<file path="src/rtl/multicycle_stage_sequencer_if.sv">
// Handshake/bus bundle for the multi-cycle stage sequencer: decode/memory inputs,
// PC and one-hot stage enables out, plus the optional perf counters.
interface multicycle_stage_sequencer_if #(
    parameter int WORD = 64
);
    logic            run;
    logic            mem_read;
    logic            mem_write;
    logic            reg_write;
    logic            mem_ack;
    logic            pc_src;
    logic [WORD-1:0] branch_target;
    logic [WORD-1:0] pc;
    logic            fetch_en;
    logic            reg_read_en;
    logic            exec_en;
    logic            mem_req;
    logic            reg_write_en;
    logic            busy;
    logic [2:0]      stage;
    logic [31:0]     cycle_count;
    logic [31:0]     instr_count;

    modport master (
        output run, mem_read, mem_write, reg_write, mem_ack, pc_src, branch_target,
        input  pc, fetch_en, reg_read_en, exec_en, mem_req, reg_write_en, busy, stage,
               cycle_count, instr_count
    );

    modport slave (
        input  run, mem_read, mem_write, reg_write, mem_ack, pc_src, branch_target,
        output pc, fetch_en, reg_read_en, exec_en, mem_req, reg_write_en, busy, stage,
               cycle_count, instr_count
    );
endinterface

</file>
<file path="src/rtl/multicycle_stage_sequencer.sv">
// One-clock multi-cycle FETCH/DECODE/EXECUTE/MEMORY/WRITEBACK sequencer owning the PC.
// Optional perf counters enabled by defining SEQ_PERF_COUNTERS_EN.
module multicycle_stage_sequencer #(
    parameter int              WORD       = 64,
    parameter logic [WORD-1:0] RESET_PC   = '0,
    parameter int              FETCH_CYC  = 2,
    parameter int              DECODE_CYC = 1,
    parameter int              EXEC_CYC   = 1,
    parameter int              WB_CYC     = 1,
    parameter int              CNT_W      = 4
) (
    input  logic                          clk,
    input  logic                          reset,
    multicycle_stage_sequencer_if.slave   bus
);
    typedef enum logic [2:0] {
        IDLE      = 3'd0,
        FETCH     = 3'd1,
        DECODE    = 3'd2,
        EXECUTE   = 3'd3,
        MEMORY    = 3'd4,
        WRITEBACK = 3'd5
    } state_t;

    localparam logic [CNT_W-1:0] F_LAST = CNT_W'(FETCH_CYC - 1);
    localparam logic [CNT_W-1:0] D_LAST = CNT_W'(DECODE_CYC - 1);
    localparam logic [CNT_W-1:0] E_LAST = CNT_W'(EXEC_CYC - 1);
    localparam logic [CNT_W-1:0] W_LAST = CNT_W'(WB_CYC - 1);

    state_t           state, nxt;
    logic [CNT_W-1:0] cnt, cnt_nxt;
    logic             last, latch, pc_upd, rw_nxt;
    logic [WORD-1:0]  pc_q, tgt_q;
    logic             rw_q, ps_q;
    logic             fetch_en_q, reg_read_en_q, exec_en_q, mem_req_q, reg_write_en_q, busy_q;

    always_comb begin
        last = 1'b0;
        case (state)
            FETCH:     last = (cnt == F_LAST);
            DECODE:    last = (cnt == D_LAST);
            EXECUTE:   last = (cnt == E_LAST);
            WRITEBACK: last = (cnt == W_LAST);
            default:   last = 1'b0;
        endcase
    end

    always_comb begin
        nxt   = state;
        latch = 1'b0;
        case (state)
            IDLE:      if (bus.run) nxt = FETCH;
            FETCH:     if (last) nxt = DECODE;
            DECODE:    if (last) nxt = EXECUTE;
            EXECUTE:   if (last) begin
                           latch = 1'b1;
                           nxt   = (bus.mem_read | bus.mem_write) ? MEMORY : WRITEBACK;
                       end
            MEMORY:    if (bus.mem_ack) nxt = WRITEBACK;
            WRITEBACK: if (last) nxt = bus.run ? FETCH : IDLE;
            default:   nxt = IDLE;
        endcase
        // MEMORY stalls are unbounded, so the dwell counter is parked there instead of counting.
        cnt_nxt = (nxt != state || nxt == MEMORY || nxt == IDLE) ? '0 : cnt + CNT_W'(1);
        rw_nxt  = latch ? bus.reg_write : rw_q;
        pc_upd  = (state == WRITEBACK) && last;
    end

    always_ff @(posedge clk or posedge reset) begin
        if (reset) begin
            state          <= IDLE;
            cnt            <= '0;
            pc_q           <= RESET_PC;
            tgt_q          <= '0;
            rw_q           <= 1'b0;
            ps_q           <= 1'b0;
            fetch_en_q     <= 1'b0;
            reg_read_en_q  <= 1'b0;
            exec_en_q      <= 1'b0;
            mem_req_q      <= 1'b0;
            reg_write_en_q <= 1'b0;
            busy_q         <= 1'b0;
        end else begin
            state <= nxt;
            cnt   <= cnt_nxt;
            if (latch) begin
                rw_q  <= bus.reg_write;
                ps_q  <= bus.pc_src;
                tgt_q <= bus.branch_target;
            end
            if (pc_upd) pc_q <= ps_q ? tgt_q : pc_q + WORD'(4);
            // Enables are decoded from the next state so they are live on the entry cycle.
            fetch_en_q     <= (nxt == FETCH);
            reg_read_en_q  <= (nxt == DECODE) && (cnt_nxt == D_LAST);
            exec_en_q      <= (nxt == EXECUTE);
            mem_req_q      <= (nxt == MEMORY);
            reg_write_en_q <= (nxt == WRITEBACK) && (cnt_nxt == W_LAST) && rw_nxt;
            busy_q         <= (nxt != IDLE);
        end
    end

    assign bus.pc           = pc_q;
    assign bus.stage        = state;
    assign bus.fetch_en     = fetch_en_q;
    assign bus.reg_read_en  = reg_read_en_q;
    assign bus.exec_en      = exec_en_q;
    assign bus.mem_req      = mem_req_q;
    assign bus.reg_write_en = reg_write_en_q;
    assign bus.busy         = busy_q;

`ifdef SEQ_PERF_COUNTERS_EN
    logic [31:0] cyc_q, ins_q;

    always_ff @(posedge clk or posedge reset) begin
        if (reset) begin
            cyc_q <= '0;
            ins_q <= '0;
        end else begin
            if (state != IDLE) cyc_q <= cyc_q + 32'd1;
            if (pc_upd)        ins_q <= ins_q + 32'd1;
        end
    end

    assign bus.cycle_count = cyc_q;
    assign bus.instr_count = ins_q;
`else
    assign bus.cycle_count = 32'd0;
    assign bus.instr_count = 32'd0;
`endif
endmodule

</file>
<file path="src/flat_wrapper.sv">
// flat-port wrapper written by rule: the top's interface ports become plain ports
module multicycle_stage_sequencer_flat 
#(
    parameter int              WORD       = 64,
    parameter logic [WORD-1:0] RESET_PC   = '0,
    parameter int              FETCH_CYC  = 2,
    parameter int              DECODE_CYC = 1,
    parameter int              EXEC_CYC   = 1,
    parameter int              WB_CYC     = 1,
    parameter int              CNT_W      = 4
)
  (clk, reset, bus_run, bus_mem_read, bus_mem_write, bus_reg_write, bus_mem_ack, bus_pc_src, bus_branch_target, bus_pc, bus_fetch_en, bus_reg_read_en, bus_exec_en, bus_mem_req, bus_reg_write_en, bus_busy, bus_stage, bus_cycle_count, bus_instr_count);
  multicycle_stage_sequencer_if #(.WORD(WORD)) bus_i ();
  input  logic clk;
  input  logic reset;
  input wire logic [$bits(bus_i.run)-1:0] bus_run;
  input wire logic [$bits(bus_i.mem_read)-1:0] bus_mem_read;
  input wire logic [$bits(bus_i.mem_write)-1:0] bus_mem_write;
  input wire logic [$bits(bus_i.reg_write)-1:0] bus_reg_write;
  input wire logic [$bits(bus_i.mem_ack)-1:0] bus_mem_ack;
  input wire logic [$bits(bus_i.pc_src)-1:0] bus_pc_src;
  input wire logic [$bits(bus_i.branch_target)-1:0] bus_branch_target;
  output wire logic [$bits(bus_i.pc)-1:0] bus_pc;
  output wire logic [$bits(bus_i.fetch_en)-1:0] bus_fetch_en;
  output wire logic [$bits(bus_i.reg_read_en)-1:0] bus_reg_read_en;
  output wire logic [$bits(bus_i.exec_en)-1:0] bus_exec_en;
  output wire logic [$bits(bus_i.mem_req)-1:0] bus_mem_req;
  output wire logic [$bits(bus_i.reg_write_en)-1:0] bus_reg_write_en;
  output wire logic [$bits(bus_i.busy)-1:0] bus_busy;
  output wire logic [$bits(bus_i.stage)-1:0] bus_stage;
  output wire logic [$bits(bus_i.cycle_count)-1:0] bus_cycle_count;
  output wire logic [$bits(bus_i.instr_count)-1:0] bus_instr_count;
  assign bus_i.run = bus_run;
  assign bus_i.mem_read = bus_mem_read;
  assign bus_i.mem_write = bus_mem_write;
  assign bus_i.reg_write = bus_reg_write;
  assign bus_i.mem_ack = bus_mem_ack;
  assign bus_i.pc_src = bus_pc_src;
  assign bus_i.branch_target = bus_branch_target;
  assign bus_pc = bus_i.pc;
  assign bus_fetch_en = bus_i.fetch_en;
  assign bus_reg_read_en = bus_i.reg_read_en;
  assign bus_exec_en = bus_i.exec_en;
  assign bus_mem_req = bus_i.mem_req;
  assign bus_reg_write_en = bus_i.reg_write_en;
  assign bus_busy = bus_i.busy;
  assign bus_stage = bus_i.stage;
  assign bus_cycle_count = bus_i.cycle_count;
  assign bus_instr_count = bus_i.instr_count;
  multicycle_stage_sequencer #(.WORD(WORD), .RESET_PC(RESET_PC), .FETCH_CYC(FETCH_CYC), .DECODE_CYC(DECODE_CYC), .EXEC_CYC(EXEC_CYC), .WB_CYC(WB_CYC), .CNT_W(CNT_W)) u_core (.clk(clk), .reset(reset), .bus(bus_i));
endmodule
</file>
<file path="config.mk">
export PLATFORM = sky130hd
export DESIGN_NAME = multicycle_stage_sequencer_flat
export DESIGN_NICKNAME = d
export VERILOG_FILES = /design/src/rtl/multicycle_stage_sequencer_if.sv /design/src/rtl/multicycle_stage_sequencer.sv /design/src/flat_wrapper.sv
export SDC_FILE = /design/constraint.sdc
export NUM_CORES = 1
export LEC_CHECK = 0
export BUFFER_PORTS_ARGS = -buffer_cell sky130_fd_sc_hd__buf_2
export CELL_PAD_IN_SITES_DETAIL_PLACEMENT = 1
export CELL_PAD_IN_SITES_GLOBAL_PLACEMENT = 1
export CORE_UTILIZATION = 44
export DETAILED_ROUTE_END_ITERATION = 6
export GPL_TIMING_DRIVEN = 0
export PLACE_DENSITY_LB_ADDON = 0.1
export SLEW_MARGIN = 30
export SYNTH_ARGS = -nofsm -noshare
export SYNTH_HDL_FRONTEND = slang
export SYNTH_SLANG_ARGS = --single-unit
</file>
<file path="constraint.sdc">
create_clock -name clk -period 8.4 [get_ports clk]
set_input_delay 0.84 -clock clk [delete_from_list [all_inputs] [get_ports clk]]
set_output_delay 0.84 -clock clk [all_outputs]
set_load 0.02 [all_outputs]
</file>
# After elaboration in Yosys (flattened, before gate mapping)
# Index checks and enable logic that the tools add are counted.
# Widths: inputs -> output; s select.
[classes]
n_addsub = 2
n_eq_ne = 12
mux = 15
bitwise = 1
n_reduce_logical = 12
[ops]
columns = ["cell", "count"]
rows = [
  ["$add 64x3->64 const B", 1],
  ["$mux 64", 1],
  ["$mux 3", 6],
  ["$pmux 3 s6", 1],
  ["$eq 3x2->1 const B", 4],
  ["$eq 3x3->1 const B", 4],
  ["$logic_not 4->1", 2],
  ["$eq 3x1->1 const B", 2],
  ["$logic_not 3->1", 2],
  ["$mux 1", 5],
  ["$add 4x1->4 const B", 1],
  ["$eq 4x1->1 const B", 1],
  ["$logic_and 1x1->1", 4],
  ["$mux 4", 1],
  ["$ne 3x3->1", 1],
  ["$reduce_bool 3->1", 1],
  ["$reduce_or 3->1", 1],
  ["$logic_or 1x1->1", 2],
  ["$pmux 1 s2", 1],
  ["$or 1x1->1", 1],
]
[totals]
reg_bits = 143
input_bits = 72
out_inout_bits = 137
wordCells = 54

# Logic depth before layout (Yosys ltp)
[logic_depth]
ltp_word = 12
ltp_mapped = 9
depth_no_buf = 8

# Worst setup path before layout
# No wires, ideal clock.
[synth_path]
kind = "reg-to-reg"
start = "register u_core.pc_q[2] (netlist: u_core.bus.pc[2])"
end = "register u_core.pc_q[60] (netlist: u_core.bus.pc[60])"
setup_time_ns = 0.148
arrival_time_ns = 2.245
required_time_ns = 8.252
setup_slack_ns = 6.008
path_stages_with_launch = 9
path_buffers = 2
synth_period_minus_slack_ns = 2.392
cell_sequence = "dfrtp_1 -> ha_1 -> and4_1 -> buf_4 -> nand3_4 -> or4_1 -> buf_2 -> nor4b_2 -> a311oi_1"
[synth_via]
elab_chain_cells = 2
[synth_rtl]
columns = ["element", "line_no", "rtl"]
rows = [
  ["from (decl)", "multicycle_stage_sequencer.sv:33", "logic [WORD-1:0] pc_q, tgt_q;"],
  ["from (signal assigned)", "multicycle_stage_sequencer.sv:91", "if (pc_upd) pc_q <= ps_q ? tgt_q : pc_q + WORD'(4);"],
  ["$add 64x3->64", "multicycle_stage_sequencer.sv:91", ""],
  ["$mux 64", "multicycle_stage_sequencer.sv:91", ""],
]
# No other way between the ends.
# A chain may end at the register's enable or synchronous reset.

# Worst setup path after layout
[layout_path]
start = "register u_core.cnt[0]"
end = "register u_core.pc_q[17] (netlist: u_core.bus.pc[17])"
[layout_via]
elab_chain_cells = 3
elab_cells_between_ends = 4
classes_between = "eq/ne (1); mux (1); reduce/logical (2)"
[layout_rtl]
columns = ["element", "line_no", "rtl"]
rows = [
  ["from (decl)", "multicycle_stage_sequencer.sv:31", "logic [CNT_W-1:0] cnt, cnt_nxt;"],
  ["from (signal assigned)", "multicycle_stage_sequencer.sv:85", "cnt <= cnt_nxt;"],
  ["$eq 4x1->1 / $logic_not 4->1 (equally long branches)", "--", ""],
  ["$pmux 1 s2 *", "multicycle_stage_sequencer.sv:39", "case (state)"],
  ["$logic_and 1x1->1 *", "multicycle_stage_sequencer.sv:66", "pc_upd = (state == WRITEBACK) && last;"],
]
# Mark *: on every way between the ends. The rest lies on a longest branch, timed or not.

==> results.cfg <==
[clock_network]
clk_latency_ns = 0.44
cts_tree = built
clkTransAtPathRegs_ns = 0.06
cts_max_level = 4
cts_made_buffers = 17
clock_sinks = 143
root_buffer = clkbuf_16
post_cts_buffers = 0
cts.path.max_buffers = 2
ctsResizeCount = 0
postCtsHoldBufs = 0

[detailed_routing]
drtIter0Drc = 570
via_count = 7653
antenna_left = 0
drtPass1Iterations = 6
finalWirelength_um = 28040
viasPerCell = 5.878
drc = 0
wl_per_cell_um = 21.53

[setup_path]
worstSetupStartpointType = register
reg2reg_depth = 9
critical_path_class = reg -> reg
crit_path_max_fanout = 10
cp.arrival_ns = 3.43
required_ns = 8.68
cp-end-kind = register

[place]
dp_hpwl_um = 19890
dp_slack_ns = 5.348
gp_congestion = 0.9055
port_buffers = 144

[sta]
min_period_ns = 3.150
relSlewSlack = 0.3970
whs_ns = 0.4715
tns_ns = 0
finalCritPeriodShare = 0.3750
fmax_ghz = 0.3175
grt_setup_unrepaired = no
drv_slew = 0
setup_violations = 0
skew_ns = 0.01350
worst_pin_slew_ns = 0.9045
final_hold_viol_count = 0
setup_slack_ns = 5.250

[cells_and_area]
multiInputGateArea_um2 = 3974
diodes = 0
final_nets = 1136
regArea_um2 = 3578
fillCellCount = 2130
area_delta_synth_final_pct = 23.88
final_layout_size_suffix_gt1_frac = 0.3122

[synth]
postSynthAreaPerCell_um2 = 9.687
async_flop_share = 1.000
yosysTopAreaCellShare = 0.4435
yosysSeqAreaShare = 0.4435
ys_ff_latch = 143
synth_area_um2 = 8069
yosysUniqueCellTypes = 68
yosysWarnings = 0
yosys-top-cells-area = dfrtp_1, mux2_2, buf_4, o21ai_0, nand2_1
synthCells = 833
synth_edf_count = 0
yosys_most_used_dff = dfrtp_1
synth_area_leader_cell = dfrtp_1

[worst_hold_path]
worstHoldPathType = in -> async

[floorplanning]
start_util = 0.4492
dieArea_um2 = 18880
fp.coreArea_um2 = 17960
ios = 209
die_h_um = 137.4
num_rows = 49
chipWidth_um = 137.4

[power]
pwr-share-seq = 0.351
internal-power_mw = 2.123
switching_power_mw = 1.587
combPwrFrac = 0.420
clockPowerShare = 0.228
p_leak_nw = 4.459
power.density_nw_per_um2 = 371.1
switching_share = 0.4277
report.power.total_mw = 3.710
irDropWorstVdd_v = 0.0002374

[global_routing]
grt_remaining_overflow = 0
antenna_found_initial = 0
grt_max_degree = 78
grt.total_usage = 0.3094
grt_pass1_wl_um = 43240
grt_pass1_vias = 7639

[status]
status = finished, final reports clean

[run]
drv_cap = 0
-- flip-flops by register name, summed over array words and instances (netlist names), 3 cells and up --
register          count
u_core.bus.pc        64
u_core.tgt_q         64
u_core.cnt            4
u_core.bus.stage      3
-- metal layers --
| layer | vias up | track usage | wire length (um) |
|---|---|---|---|
| met3 | 54 | 0.04857 | 1611 |
| met5 | - | 0 | 0 |
| met1 | 3857 | 0.4008 | 11940 |
| met4 | 0 | 0.1319 | 784 |
| met2 | 312 | 0.5114 | 13710 |
| li1 | 3430 | - | - |
-- path summary, 6_finish.rpt --
| path | start | to | slack, ns |
|---|---|---|---|
| min reg2reg | u_core.tgt_q[0] | u_core.bus.pc[0] | 0.47 |
| max | u_core.cnt[0] | u_core.bus.pc[17] | 5.25 |
| min | reset | u_core.tgt_q[3] | 0.47 |
| max in group asynchronous | reset | u_core.tgt_q[23] | 7.19 |
| max reg2reg | u_core.cnt[0] | u_core.bus.pc[17] | 5.25 |
| min in group clk | u_core.tgt_q[0] | u_core.bus.pc[0] | 0.47 |
-- cell type report --
cell class / count / share of cell area
Multi-Input combinational cell: 621 / 0.3975
Clock inverter: 10 / 0.01840
Sequential cell: 143 / 0.3580
Tap cell: 229 / 0.02866
Clock buffer: 22 / 0.04644
Buffer: 118 / 0.07010
Inverter: 14 / 0.006008
Timing Repair Buffer: 145 / 0.07485
-- worst max-delay path: stages, from the launching register on --
cell and delay [ns]:
dfrtp_1 0.45, inv_1 0.09, ha_1 0.25, and4b_1 0.27
and2_1 0.13, clkbuf_1 0.28, clkbuf_1 0.47, clkbuf_1 0.65
o21ai_0 0.22, o2bb2ai_1 0.18
-- logic make-up (layout without fill, tap and decap cells) --
kind of cell / after synthesis / in the layout / synth area share
adder cells (fa/ha/maj): 4 / 4 / 0.006203
buffers and inverters: 132 / 309 / 0.09335
XOR/XNOR: 3 / 3 / 0.003257
AO/OA/AOI/OAI: 168 / 168 / 0.1402
other: 1 / 64 / 0.0004647
flip-flops: 143 / 143 / 0.4435
multiplexers: 74 / 74 / 0.1022
AND/OR/NAND/NOR: 308 / 308 / 0.2109
-- cells in the mapped netlist (all sizes together), types with 12 or more instances --
cell,number
o21ai,47
nand4,32
nor4,17
clkbuf,40
nand3,36
a311oi,13
a21oi,30
or3,13
nor3,37
and2,12
mux2,67
dfrtp,143
and3,22
inv,14
nor2,46
buf,78
nand2,55
-- power by group through the flow --
stage / logic [mW] / registers (mW) / clock network [mW]
5_1_grt: 1.69 / 1.34 / 0.874
3_3_place_gp: 1.49 / 1.29 / 0
4_1_cts: 1.55 / 1.29 / 0.852
3_5_place_dp: 1.53 / 1.30 / 0
6_report: 1.56 / 1.30 / 0.847
2_1_floorplan: 0.899 / 1.36 / 0
-- cell usage in the layout, fill, tap and decap left out, types with 9 or more instances in the layout --
cell / instances
conb_1: 64
a311oi_1: 13
dfrtp_1: 143
nor2_1: 46
a21oi_1: 30
inv_1: 13
nor3_1: 36
clkbuf_1: 42
o21ai_0: 47
and4_1: 11
and2_1: 12
a211oi_1: 9
a22oi_1: 10
buf_4: 65
nand3_1: 35
and3_1: 22
nor4_1: 13
mux2_2: 67
nand2_1: 55
or3_1: 13
nand4_1: 32
clkbuf_16: 17
buf_2: 154
-- stage by stage --
stage | cell area (um^2) | utilization | std cells
floorplan | 8305 | - | 896
global placement | 9313 | 0.5184 | 1269
detailed placement | 9348 | 0.5204 | 1270
CTS | 9996 | 0.5565 | 1302
global route | 9996 | 0.5565 | 1302
finish | 9996 | 0.5565 | 1302
No activity file was read; power rests on OpenSTA's default activity.
